**config.mk**
```make
export PLATFORM = sky130hd
export DESIGN_NAME = decimal_operand_entry
export DESIGN_NICKNAME = d
export VERILOG_FILES = /design/src/rtl/decimal_operand_entry.sv
export SDC_FILE = /design/constraint.sdc
export NUM_CORES = 1
export LEC_CHECK = 0
export BUFFER_PORTS_ARGS = -buffer_cell sky130_fd_sc_hd__buf_2
export CORE_UTILIZATION = 50
export CTS_CLUSTER_DIAMETER = 50
export DETAILED_ROUTE_END_ITERATION = 10
export PLACE_DENSITY = 0.79
export SYNTH_ARGS = -nofsm -noshare
export SYNTH_HDL_FRONTEND = slang
export SYNTH_SLANG_ARGS = --single-unit
```
**constraint.sdc**
```tcl
create_clock -name clk -period 3.75 [get_ports clk]
set_input_delay 0.1875 -clock clk [delete_from_list [all_inputs] [get_ports clk]]
set_output_delay 0.1875 -clock clk [all_outputs]
set_load 0.005 [all_outputs]
```
**src/rtl/decimal_operand_entry.sv**
```systemverilog
// ---------------------------------------------------------------------------
// decimal_operand_entry
//
// Collects decimal digits keyed one at a time into a BCD entry register and,
// on commit, converts that register serially (one digit per clock, most
// significant first) into a saturating binary operand for the arithmetic
// units. The BCD register is also exported so the display can echo the entry.
//
// Optional feature:
//   DECIMAL_OPERAND_ENTRY_DEBOUNCE_EN  defined -> each synchronised button
//   passes a stability filter of DEBOUNCE_CYCLES clocks before edge detection.
//   Undefined (default) -> no filter; DEBOUNCE_CYCLES is unused.
//
// Ports:
//   clk            in   1          system clock, rising edge
//   reset          in   1          asynchronous, active-high reset
//   key_code       in   4          digit value sampled on the strobe event
//   key_strobe     in   1          raw button: digit key
//   key_enter      in   1          raw button: commit the entry
//   key_clear      in   1          raw button: discard the entry
//   operand        out  WIDTH      converted binary value, held until next commit
//   operand_valid  out  1          1-cycle pulse when operand updates
//   overflow       out  1          last committed value exceeded 2^WIDTH-1
//   digits         out  4*NDIGITS  BCD entry register, least significant in [3:0]
//   digit_count    out  3          digits currently held, 0..NDIGITS
//   busy           out  1          high while converting / presenting the result
// ---------------------------------------------------------------------------
module decimal_operand_entry #(
  parameter int WIDTH           = 7,
  parameter int NDIGITS         = 4,
  parameter int DEBOUNCE_CYCLES = 50000
) (
  input  logic                   clk,
  input  logic                   reset,
  input  logic [3:0]             key_code,
  input  logic                   key_strobe,
  input  logic                   key_enter,
  input  logic                   key_clear,
  output logic [WIDTH-1:0]       operand,
  output logic                   operand_valid,
  output logic                   overflow,
  output logic [4*NDIGITS-1:0]   digits,
  output logic [2:0]             digit_count,
  output logic                   busy
);

  localparam int ACC_W = WIDTH + 4;
  localparam int IDX_W = (NDIGITS > 1) ? $clog2(NDIGITS) : 1;
  localparam int DIG_W = 4 * NDIGITS;
  localparam logic [ACC_W-1:0] ACC_MAX = {4'b0000, {WIDTH{1'b1}}};

  typedef enum logic [1:0] {
    S_IDLE    = 2'd0,
    S_CONVERT = 2'd1,
    S_DONE    = 2'd2
  } state_t;

  // -------------------------------------------------------------------------
  // Button synchronisers, bit order {clear, enter, strobe}
  // -------------------------------------------------------------------------
  logic [2:0] r_sync1;
  logic [2:0] r_sync2;
  logic [2:0] w_level;

  // NOTE: every clocked process uses non-blocking (<=) assignments so all
  // registers update together from values sampled before the edge.
  always_ff @(posedge clk or posedge reset) begin
    if (reset) begin
      r_sync1 <= '0;
      r_sync2 <= '0;
    end else begin
      r_sync1 <= {key_clear, key_enter, key_strobe};
      r_sync2 <= r_sync1;
    end
  end

`ifdef DECIMAL_OPERAND_ENTRY_DEBOUNCE_EN
  localparam int DB_W = (DEBOUNCE_CYCLES > 1) ? $clog2(DEBOUNCE_CYCLES + 1) : 1;

  // The filtered level follows the synchronised level only after the latter
  // has differed from it for DEBOUNCE_CYCLES consecutive clocks; any return
  // to agreement restarts the count, so short glitches never get through.
  for (genvar g = 0; g < 3; g++) begin : g_debounce
    logic [DB_W-1:0] r_cnt;
    logic            r_filt;

    always_ff @(posedge clk or posedge reset) begin
      if (reset) begin
        r_cnt  <= '0;
        r_filt <= 1'b0;
      end else if (r_sync2[g] != r_filt) begin
        if (r_cnt == DB_W'(DEBOUNCE_CYCLES - 1)) begin
          r_filt <= r_sync2[g];
          r_cnt  <= '0;
        end else begin
          r_cnt <= r_cnt + 1'b1;
        end
      end else begin
        r_cnt <= '0;
      end
    end

    assign w_level[g] = r_filt;
  end
`else
  assign w_level = r_sync2;
`endif

  // -------------------------------------------------------------------------
  // Rising-edge detection: one event per press
  // -------------------------------------------------------------------------
  logic [2:0] r_level_d;
  logic [2:0] w_event;
  logic       w_strobe_ev;
  logic       w_enter_ev;
  logic       w_clear_ev;

  always_ff @(posedge clk or posedge reset) begin
    if (reset) r_level_d <= '0;
    else       r_level_d <= w_level;
  end

  assign w_event     = w_level & ~r_level_d;
  assign w_strobe_ev = w_event[0];
  assign w_enter_ev  = w_event[1];
  assign w_clear_ev  = w_event[2];

  // -------------------------------------------------------------------------
  // State and datapath registers
  // -------------------------------------------------------------------------
  state_t             r_state;
  state_t             w_state_next;
  logic [DIG_W-1:0]   r_digits;
  logic [2:0]         r_count;
  logic [ACC_W-1:0]   r_acc;
  logic [IDX_W-1:0]   r_idx;
  logic               r_ovf;
  logic [WIDTH-1:0]   r_operand;
  logic               r_overflow;

  logic [3:0]         w_cur_digit;
  logic [ACC_W-1:0]   w_acc_calc;
  logic               w_acc_ovf;
  logic               w_digit_ok;
  logic [WIDTH-1:0]   w_result;
  logic               w_done;

  assign w_cur_digit = r_digits[{r_idx, 2'b00} +: 4];
  // acc is clamped to ACC_MAX, so acc*10 + 9 always fits in WIDTH+4 bits.
  assign w_acc_calc  = r_acc * ACC_W'(10) + {{(ACC_W-4){1'b0}}, w_cur_digit};
  assign w_acc_ovf   = (w_acc_calc > ACC_MAX);
  assign w_digit_ok  = (key_code <= 4'd9) && (r_count < 3'(NDIGITS));
  assign w_result    = r_ovf ? {WIDTH{1'b1}} : r_acc[WIDTH-1:0];
  // A clear landing in DONE cancels the commit, so the pulse is gated here.
  assign w_done      = (r_state == S_DONE) && !w_clear_ev;

  // NOTE: the combinational block assigns its output a default before any
  // branch, so no path leaves it unassigned and no latch is inferred.
  always_comb begin
    w_state_next = r_state;
    case (r_state)
      S_IDLE:    if (w_enter_ev) w_state_next = S_CONVERT;
      S_CONVERT: if (r_idx == '0) w_state_next = S_DONE;
      S_DONE:    w_state_next = S_IDLE;
      default:   w_state_next = S_IDLE;
    endcase
    if (w_clear_ev) w_state_next = S_IDLE;
  end

  always_ff @(posedge clk or posedge reset) begin
    if (reset) r_state <= S_IDLE;
    else       r_state <= w_state_next;
  end

  always_ff @(posedge clk or posedge reset) begin
    if (reset) begin
      r_digits   <= '0;
      r_count    <= '0;
      r_acc      <= '0;
      r_idx      <= '0;
      r_ovf      <= 1'b0;
      r_operand  <= '0;
      r_overflow <= 1'b0;
    end else if (w_clear_ev) begin
      r_digits   <= '0;
      r_count    <= '0;
      r_overflow <= 1'b0;
    end else begin
      case (r_state)
        S_IDLE: begin
          // Strobe and enter together: the digit lands first, and CONVERT
          // reads r_digits a cycle later, so it sees the new digit.
          if (w_strobe_ev && w_digit_ok) begin
            r_digits <= {r_digits[DIG_W-5:0], key_code};
            r_count  <= r_count + 3'd1;
          end
          if (w_enter_ev) begin
            r_acc      <= '0;
            r_idx      <= IDX_W'(NDIGITS - 1);
            r_ovf      <= 1'b0;
            r_overflow <= 1'b0;
          end
        end
        S_CONVERT: begin
          r_acc <= w_acc_ovf ? ACC_MAX : w_acc_calc;
          if (w_acc_ovf) r_ovf <= 1'b1;
          r_idx <= r_idx - 1'b1;
        end
        S_DONE: begin
          r_operand  <= w_result;
          r_overflow <= r_ovf;
        end
        default: ;
      endcase
    end
  end

  // During DONE the fresh result is shown alongside the valid pulse; the
  // registered copy takes over from the following cycle.
  assign operand       = w_done ? w_result : r_operand;
  assign overflow      = w_done ? r_ovf    : r_overflow;
  assign operand_valid = w_done;
  assign digits        = r_digits;
  assign digit_count   = r_count;
  assign busy          = (r_state != S_IDLE);

endmodule

```
## Word level (Yosys, flattened, before mapping)

Cells that the tools add are included.
Widths: inputs -> output; s select.

| word-level totals | value |
|---|---|
| logic and storage cells | 68 |
| output and inout port bits | 29 |
| flip-flop bits (word level) | 52 |

| cells by class | value |
|---|---|
| eq/ne operators | 6 |
| mux-type cells | 23 |
| reduce and logical (&&, ||, !) cells | 17 |
| $mul | 1 |
| add/subtract/negate cells | 3 |
| shift operators | 1 |
| bitwise operators | 3 |
| order comparisons | 3 |

Operator list:

| operator | number |
|---|---|
| $mux 16 | 3 |
| $mux 11 | 2 |
| $pmux 11 s2 | 1 |
| $shiftx 16x5->4 | 1 |
| $mux 7 | 2 |
| $add 11x4->11 | 1 |
| $gt 11x7->1 const B | 1 |
| $mul 11x3->10 const B | 1 |
| $mux 3 | 3 |
| $mux 2 | 4 |
| $pmux 2 s2 | 2 |
| $reduce_and 2->1 | 4 |
| $reduce_bool 2->1 | 4 |
| $ne 3x3->1 const B | 2 |
| $le 4x4->1 const B | 1 |
| $logic_not 2->1 | 2 |
| $mux 1 | 4 |
| $ne 2x2->1 const B | 2 |
| $pmux 1 s2 | 2 |
| $reduce_and 4->1 | 1 |
| $add 3x1->3 const B | 1 |
| $and 3x3->3 | 1 |
| $logic_and 1x1->1 | 3 |
| $lt 3x3->1 const B | 1 |
| 8 further kinds | 8 |

## Logic depth before layout (Yosys ltp)

Gate-level depths: netlist of run 1.

| logic depth | value |
|---|---|
| depth in word-level cells | 6 |
| mapped depth | 10 |

## Worst setup path before layout of run 1

OpenSTA, ideal clock, no wires.

| timing | value |
|---|---|
| path type | flip-flop to flip-flop |
| from | register r_acc[1] |
| to | register r_acc[1] |
| required time | 3616 ps |
| cell stages (with the launch flop) | 11 |
| period minus slack after synthesis | 2834 ps |
| setup slack | 916 ps |
| arrival time | 2700 ps |
| cell sequence | dfrtp_1 ha_1 ha_1 inv_1 fa_1 nand3b_1 o21ai_0 nand4_1 or3_1 mux2i_2 o21ai_0 |

| on the way | value |
|---|---|
| word-level cells in the longest chain between the ends | 5 |

Ends and longest elaborated chain:

| what | line | text |
|---|---|---|
| start, declared | 135 | `logic [ACC_W-1:0] r_acc;` |
| start signal, assigned | 205 | `r_acc <= w_acc_ovf ? ACC_MAX : w_acc_calc;` |
| $mul 11x3->10 | 150 | `assign w_acc_calc = r_acc * ACC_W'(10) + {{(ACC_W-4){1'b0}}, w_cur_digit};` |
| $add 11x4->11 | 150 |  |
| $gt 11x7->1 | 151 | `assign w_acc_ovf = (w_acc_calc > ACC_MAX);` |
| $mux 11 | 205 |  |
| $pmux 11 s2 | 189 | `case (r_state)` |

Every way passes these cells.
A chain may end at the register's enable or synchronous reset.

## Worst setup path in the final report of run 1

| timing | value |
|---|---|
| from | register r_acc[1] |
| to | register r_acc[5] |

| on the way | value |
|---|---|
| word-level cells in the longest chain between the ends | 5 |

Ends and longest elaborated chain:

| what | line |
|---|---|
| $mul 11x3->10 * | 150 |
| $add 11x4->11 * | 150 |
| $gt 11x7->1 | 151 |
| $mux 11 * | 205 |
| $pmux 11 s2 * | 189 |

Mark *: on every way between the ends. The rest lies on a longest branch, timed or not.

==> impl_metrics.tcl, run 1 <==
set metrics [dict create \
    p_switching_mw 0.957 \
    vias_per_cell 5.52 \
    fin_crit_ns 3.23 \
    worst-r2r-setup-slack_ns 0.52 \
    first_iter_violations 130 \
    antenna_found_initial 0 \
    cts_setup_buffers 0 \
    synth_top_family_by_area "simple AND/OR/NAND/NOR gates" \
    start_util 0.516 \
    die_w_um 74.6 \
    vias 2022 \
    hold_violations 0 \
    io_pins 38 \
    post_drt_wl_per_cell_um 15.0 \
    routed_wl_um 5480 \
    finalInstanceArea_um2 3000 \
    status "finished clean" \
    synth.area.mux_share 0.0474 \
    clk_latency_ns 0.32 \
    met1_length_um 2620 \
    finalClockSkew_ns 0.0101 \
    clkTransAtPathRegs_ns 0.10 \
    ff2ff_path_depth 10 \
    dp_hpwl_um 3760 \
    synthSimpleGateAreaFrac 0.153 \
    layout-drive-gt1-share 0.206 \
    clkPwrFrac 0.154 \
    synth_compound_area_frac 0.149 \
    end_kind "register" \
    synthXorXnorAreaFrac 0.0299 \
    grt_pass1_wl_um 8890 \
    synth_seq_cells 51 \
    first_global_vias 1867 \
    tns_ns 0 \
    cts.path.max_buffers 2 \
    dr.pass1.iters 4 \
    p_leak_nw 1.44 \
    num_rows 26 \
    synth_commonest_cells "51 x dfrtp_1, 36 x nand2_1, 27 x a21oi_1" \
    relSlewSlack 0.289 \
    synthCells 257 \
    layout.nets 324 \
    pre_cts_slack_ns 0.572 \
    cts_tree "built" \
    setup_violations 0 \
    cap_violations 0 \
    intPower_mw 1.32 \
    synthArstFlopShare 1.00 \
    gp_congestion 0.921 \
    r2r-start "r_acc[1]$_DFFE_PP0P_" \
    cp_cell_sequence "ha_1 > ha_1 > inv_1 > fa_1 > nand3b_1 > o21ai_0 > nand4_1 > or3_1 > mux2i_2 > o21ai_0" \
    dieHeight_um 74.6 \
    p_comb_frac 0.494 \
    worstSetupStartpoint "r_acc[1]$_DFFE_PP0P_" \
    cp_data_required_time_ns 3.94 \
    report.final.slew_viol_count 0 \
    synth-edff-count 0 \
    synth_largest_area_cell "dfrtp_1" \
    max_freq_mhz 310 \
    rsz0062_at_grt "no" \
    arrival_ns 3.42 \
    highest_layer "met4" \
    synth_fa_ha_area_frac 0.101 \
    avgSynthCellArea_um2 10.3 \
    cts.sinks 51 \
    synth_cell_type_count 44 \
    r2r_end "r_acc[5]$_DFFE_PP0P_" \
    peakVddDrop_mv 0.350 \
    power.density_nw_per_um2 760 \
    met2_length_um 2570 \
    p_sw_frac 0.420 \
    io_buffers 37 \
    grt_overflow 0 \
    ant_nets 0 \
    seq_power_share 0.352 \
    dominantRegCellSynth "dfrtp_1" \
    synthDominantCellAreaShare 0.484 \
    worstMarginPinSlew_ns 1.07 \
    layout.cells.non_filler 366 \
    root_buffer "clkbuf_8" \
    synthMostInstantiatedCell "dfrtp_1" \
    grt_max_degree 52 \
    wl_met3_um 220 \
    coreArea_um2 5110 \
    drc 0 \
    crit_path_start_kind "register" \
    critical_path.max_stage_delay_ns 0.46 \
    worstHoldPathType "in -> reg" \
    critPathSlowestCell "dfrtp_1" \
    syn_area_um2 2640 \
    synthTopCellsByArea "dfrtp_1 48%, ha_1 8.5%, a21oi_1 5.1%" \
    synth-warning-count 0 \
    cts_max_level 2 \
    cts-buffers-inserted 5 \
    period_share 0.862 \
    yosysSeqAreaShare 0.484 \
    critical_path_class "reg -> reg" \
    die_area_um2 5570 \
    placed_area_um2 2870 \
    setup_ws_ns 0.519 \
    synth.net_count 286 \
    dpl.cell_count 355 \
    syn2layout_area_growth_pct 13.8 \
    crit_path_end "r_acc[5]$_DFFE_PP0P_" \
    antenna_cells 0 \
    cp_max_fo 8 \
    grt_usage 0.211 \
]
through the flow:
step	power [mW]	hold slack, ns	utilization
2_1_floorplan	1.64	0.219	-
3_3_place_gp	1.86	0.295	0.562
3_5_place_dp	1.92	0.298	0.562
4_1_cts	2.28	0.102	0.588
5_1_grt	2.48	0.106	0.588
6_report	2.28	0.102	0.588
cell type report:
class | instances | area [um^2]
clock buffer | 5 | 68.8
clock inverter | 3 | 33.8
fill | 472 | 2110
inverter | 9 | 33.8
multi-input combinational | 186 | 1270
sequential | 51 | 1280
tap | 70 | 87.6
timing repair buffer | 42 | 230
routing by layer:
metal | vias to the layer above | track usage
li1 | 970 | -
met1 | 990 | 0.301
met2 | 54 | 0.337
met3 | 8 | 0.0348
met4 | 0 | 0.0545
met5 | - | 0
power groups by stage:
stage,Sequential (mW),Clock [mW],Combinational (mW)
final,0.802,0.352,1.13
after global routing,0.826,0.375,1.27
after CTS,0.805,0.357,1.12
after detailed placement,0.817,0,1.10
after global placement,0.807,0,1.05
after floorplan,0.752,0,0.884
worst min-delay path by stage:
stage	from	end	slack, ns	depth (start not counted)
after detailed placement	key_enter	r_sync1[1]$_DFF_PP0_	0.30	1
after floorplan	key_strobe	r_sync1[0]$_DFF_PP0_	0.22	0
final	key_code[1]	digits[1]$_DFFE_PP0P_	0.10	3
after global placement	key_strobe	r_sync1[0]$_DFF_PP0_	0.29	1
after global routing	key_code[0]	digits[0]$_DFFE_PP0P_	0.11	3
after CTS	key_code[1]	digits[1]$_DFFE_PP0P_	0.10	3
what timing repair did:
| action | in CTS | in global routing |
|---|---|---|
| hold endpoints to repair | 3 | 0 |
| hold buffers | 3 | 0 |
| gates resized for setup | 0 | 0 |
cell usage in the layout (no fill, tap or decap), types with 2 or more instances in the layout:
cell type      netlist  layout
dfrtp_1             51      51
buf_2                1      37
nand2_1             36      36
a21oi_1             27      27
nor2_1              25      25
ha_1                18      18
o21ai_0             12      12
inv_1                9       8
a22oi_1              8       8
xnor2_1              5       5
clkbuf_8             0       5
nor2b_1              4       4
and2_1               4       4
mux4_2               4       4
xor2_1               4       4
nand3b_1             3       3
a21o_1               3       3
o21ai_1              3       3
dlygate4sd3_1        0       3
nor3_1               2       2
and3_1               2       2
or3_1                2       2
o21a_1               2       2
or2_2                2       2
fa_1                 2       2
inv_6                0       2
buf_4                1       2
flip-flops by register name (all words and copies together) (netlist names):
register and count:
r_level_d 3, digits 16, r_idx 2, digit_count 3, r_sync1 3, r_overflow 1, r_acc 10, r_ovf 1
r_sync2 3, r_state 2, r_operand 7
kinds of logic after synthesis:
family | Yosys count
flip-flops | 51
AND/OR/NAND/NOR | 86
buffers and inverters | 20
XOR/XNOR | 9
adder cells (fa/ha/maj) | 20
multiplexers | 7
AO/OA/AOI/OAI | 64
worst max-delay path: cells and delay by family (launching register included):
family          cells  cell delay, ns
mux                 1            0.40
simple gates        3            0.76
flops               1            0.46
fa+ha+maj           3            1.00
compound gates      2            0.41
buf+inv             1            0.07
(Power assumes the default switching activity.)
==> inputs of run 2 (changes only) <==
==> config.mk (replaced) <==
export PLATFORM = sky130hd
export DESIGN_NAME = decimal_operand_entry
export DESIGN_NICKNAME = d
export VERILOG_FILES = /design/src/rtl/decimal_operand_entry.sv
export SDC_FILE = /design/constraint.sdc
export NUM_CORES = 1
export LEC_CHECK = 0
export CELL_PAD_IN_SITES_DETAIL_PLACEMENT = 1
export CELL_PAD_IN_SITES_GLOBAL_PLACEMENT = 1
export CORE_ASPECT_RATIO = 0.6
export CORE_UTILIZATION = 49
export CTS_CLUSTER_DIAMETER = 50
export DETAILED_ROUTE_END_ITERATION = 10
export DONT_BUFFER_PORTS = 1
export PLACE_DENSITY = 0.87
export SYNTH_ARGS = -nofsm -noshare
export SYNTH_HDL_FRONTEND = slang
export SYNTH_SLANG_ARGS = --single-unit
==> run 2 against run 1 <==
Effect of this change:
- non-clock buffer count shrank 37
- global-route usage grew 3.4 points
- the flow now finishes with violations (negative hold slack)
- critical endpoint is now r_acc[2]$_DFFE_PP0P_
- combinational power is essentially flat
==> impl_metrics.tcl, run 2 (synthesis results as in run 1) <==
set metrics [dict create \
    status "finished, violations left" \
    cts_setup_buffers 0 \
    io_buffers 0 \
    critical_path_class "reg -> reg" \
    antenna_cells 0 \
    cap_violations 0 \
    ctsResizeCount 0 \
    tns_ns 0 \
    peakVddDrop_mv 0.308 \
    clk_latency_ns 0.31 \
    dp_hpwl_um 4610 \
    num_rows 20 \
    multi_input_area_um2 1270 \
    grt_usage 0.245 \
    cts_max_level 2 \
    worstHoldPathType "in -> async" \
    cts-buffers-inserted 5 \
    cts.sinks 51 \
    grt_max_degree 52 \
    fill_cells 576 \
    cts.path.max_buffers 2 \
    first_iter_violations 116 \
    cp_max_fo 8 \
    layout-drive-gt1-share 0.0927 \
    rsz0062_at_grt "no" \
    routed_wl_um 6320 \
    cts_tree "built" \
    ant_nets 0 \
    relSlewSlack 0.309 \
    layout_commonest_cell "dfrtp_1" \
    antenna_found_initial 0 \
    io_pins 38 \
    report.final.slew_viol_count 0 \
    setup_violations 0 \
    grt_pass1_wl_um 10500 \
    fin_util 0.555 \
    die_w_um 96.7 \
    hold_violations 8 \
    drc 0 \
    clkTransAtPathRegs_ns 0.10 \
    grt_overflow 0 \
    largest_reg_flops 16 \
    start_util 0.514 \
    power.density_nw_per_um2 843 \
    dieHeight_um 58.8 \
    gp_congestion 0.846 \
    p_leak_nw 1.27 \
    vias_per_cell 5.87 \
    cp_data_required_time_ns 3.92 \
    worstMarginPinSlew_ns 1.03 \
    max_freq_mhz 297 \
    root_buffer "clkbuf_8" \
    finalClockSkew_ns 0.0130 \
    coreArea_um2 5130 \
    syn2layout_area_growth_pct 7.87 \
    final_cell_mix "51 x dfrtp_1, 36 x nand2_1, 27 x a21oi_1, 25 x nor2_1, 18 x ha_1" \
    period_share 0.897 \
    cts_hold_buf 3 \
    post_drt_wl_per_cell_um 19.4 \
    end_kind "register" \
    arrival_ns 3.54 \
    seq_area_um2 1280 \
    power.total_mw 2.40 \
    crit_path_start_kind "register" \
    die_area_um2 5690 \
    vias 1908 \
    dr.pass1.iters 4 \
    layout.nets 287 \
    violations "negative hold slack" \
    fin_crit_ns 3.36 \
    hold_slack_ns -0.00957 \
    first_global_vias 1933 \
]
-- run 2: cell count changes in the layout (fill, tap and decap cells not counted) --
cell,delta
inv_6,-2
bufinv_16,+2
clkinv_8,-1
clkinvlp_4,+1
buf_2,-37
-- run 2: final cells by class --
class,instances,area share
Timing Repair Buffer,5,0.0158
Tap cell,66,0.0290
Clock inverter,3,0.0237
Sequential cell,51,0.449
Inverter,9,0.0119
Clock buffer,5,0.0242
Multi-Input combinational cell,186,0.447
-- run 2: through the flow --
stage	instance area, um^2	setup slack (ns)	cells
6_report	2850	0.387	325
5_1_grt	2850	0.221	325
4_1_cts	2850	0.423	325
3_5_place_dp	2680	0.492	314
3_3_place_gp	2680	0.701	314
2_1_floorplan	2640	0.916	257
-- run 2: power breakdown --
| part | switching (mW) | internal, mW |
|---|---|---|
| logic | 0.652 | 0.473 |
| clock network | 0.188 | 0.266 |
| registers | 0.152 | 0.669 |
| total | 0.992 | 1.41 |
-- run 2: path summary, 6_finish.rpt --
check	startpoint	endpoint	slack, ns	cells after the start
min	reset	r_sync1[0]$_DFF_PP0_	-0.01	1
max reg2reg	r_acc[1]$_DFFE_PP0P_	r_acc[2]$_DFFE_PP0P_	0.39	10
min in group clk	key_code[2]	digits[2]$_DFFE_PP0P_	0	2
min reg2reg	r_sync1[0]$_DFF_PP0_	r_sync2[0]$_DFF_PP0_	0.36	0
max in group asynchronous	reset	r_acc[9]$_DFFE_PP0P_	3.10	1
max	r_acc[1]$_DFFE_PP0P_	r_acc[2]$_DFFE_PP0P_	0.39	10
-- run 2: worst max-delay path, stage by stage, from the launching register on --
cell      delay (ns)
dfrtp_1         0.48
ha_1            0.33
ha_1            0.21
inv_1           0.08
fa_1            0.47
nand3b_1        0.19
o21ai_0         0.27
nand4_1         0.16
or3_1           0.42
mux2i_2         0.42
o21ai_0         0.18
-- run 2: per-layer routing --
metal | vias to the layer above | global-route usage | share of wire
li1 | 895 | - | -
met1 | 944 | 0.360 | 0.48
met2 | 67 | 0.373 | 0.44
met3 | 2 | 0.0534 | 0.076
met4 | 0 | 0.0576 | 0.0019
met5 | - | 0 | 0
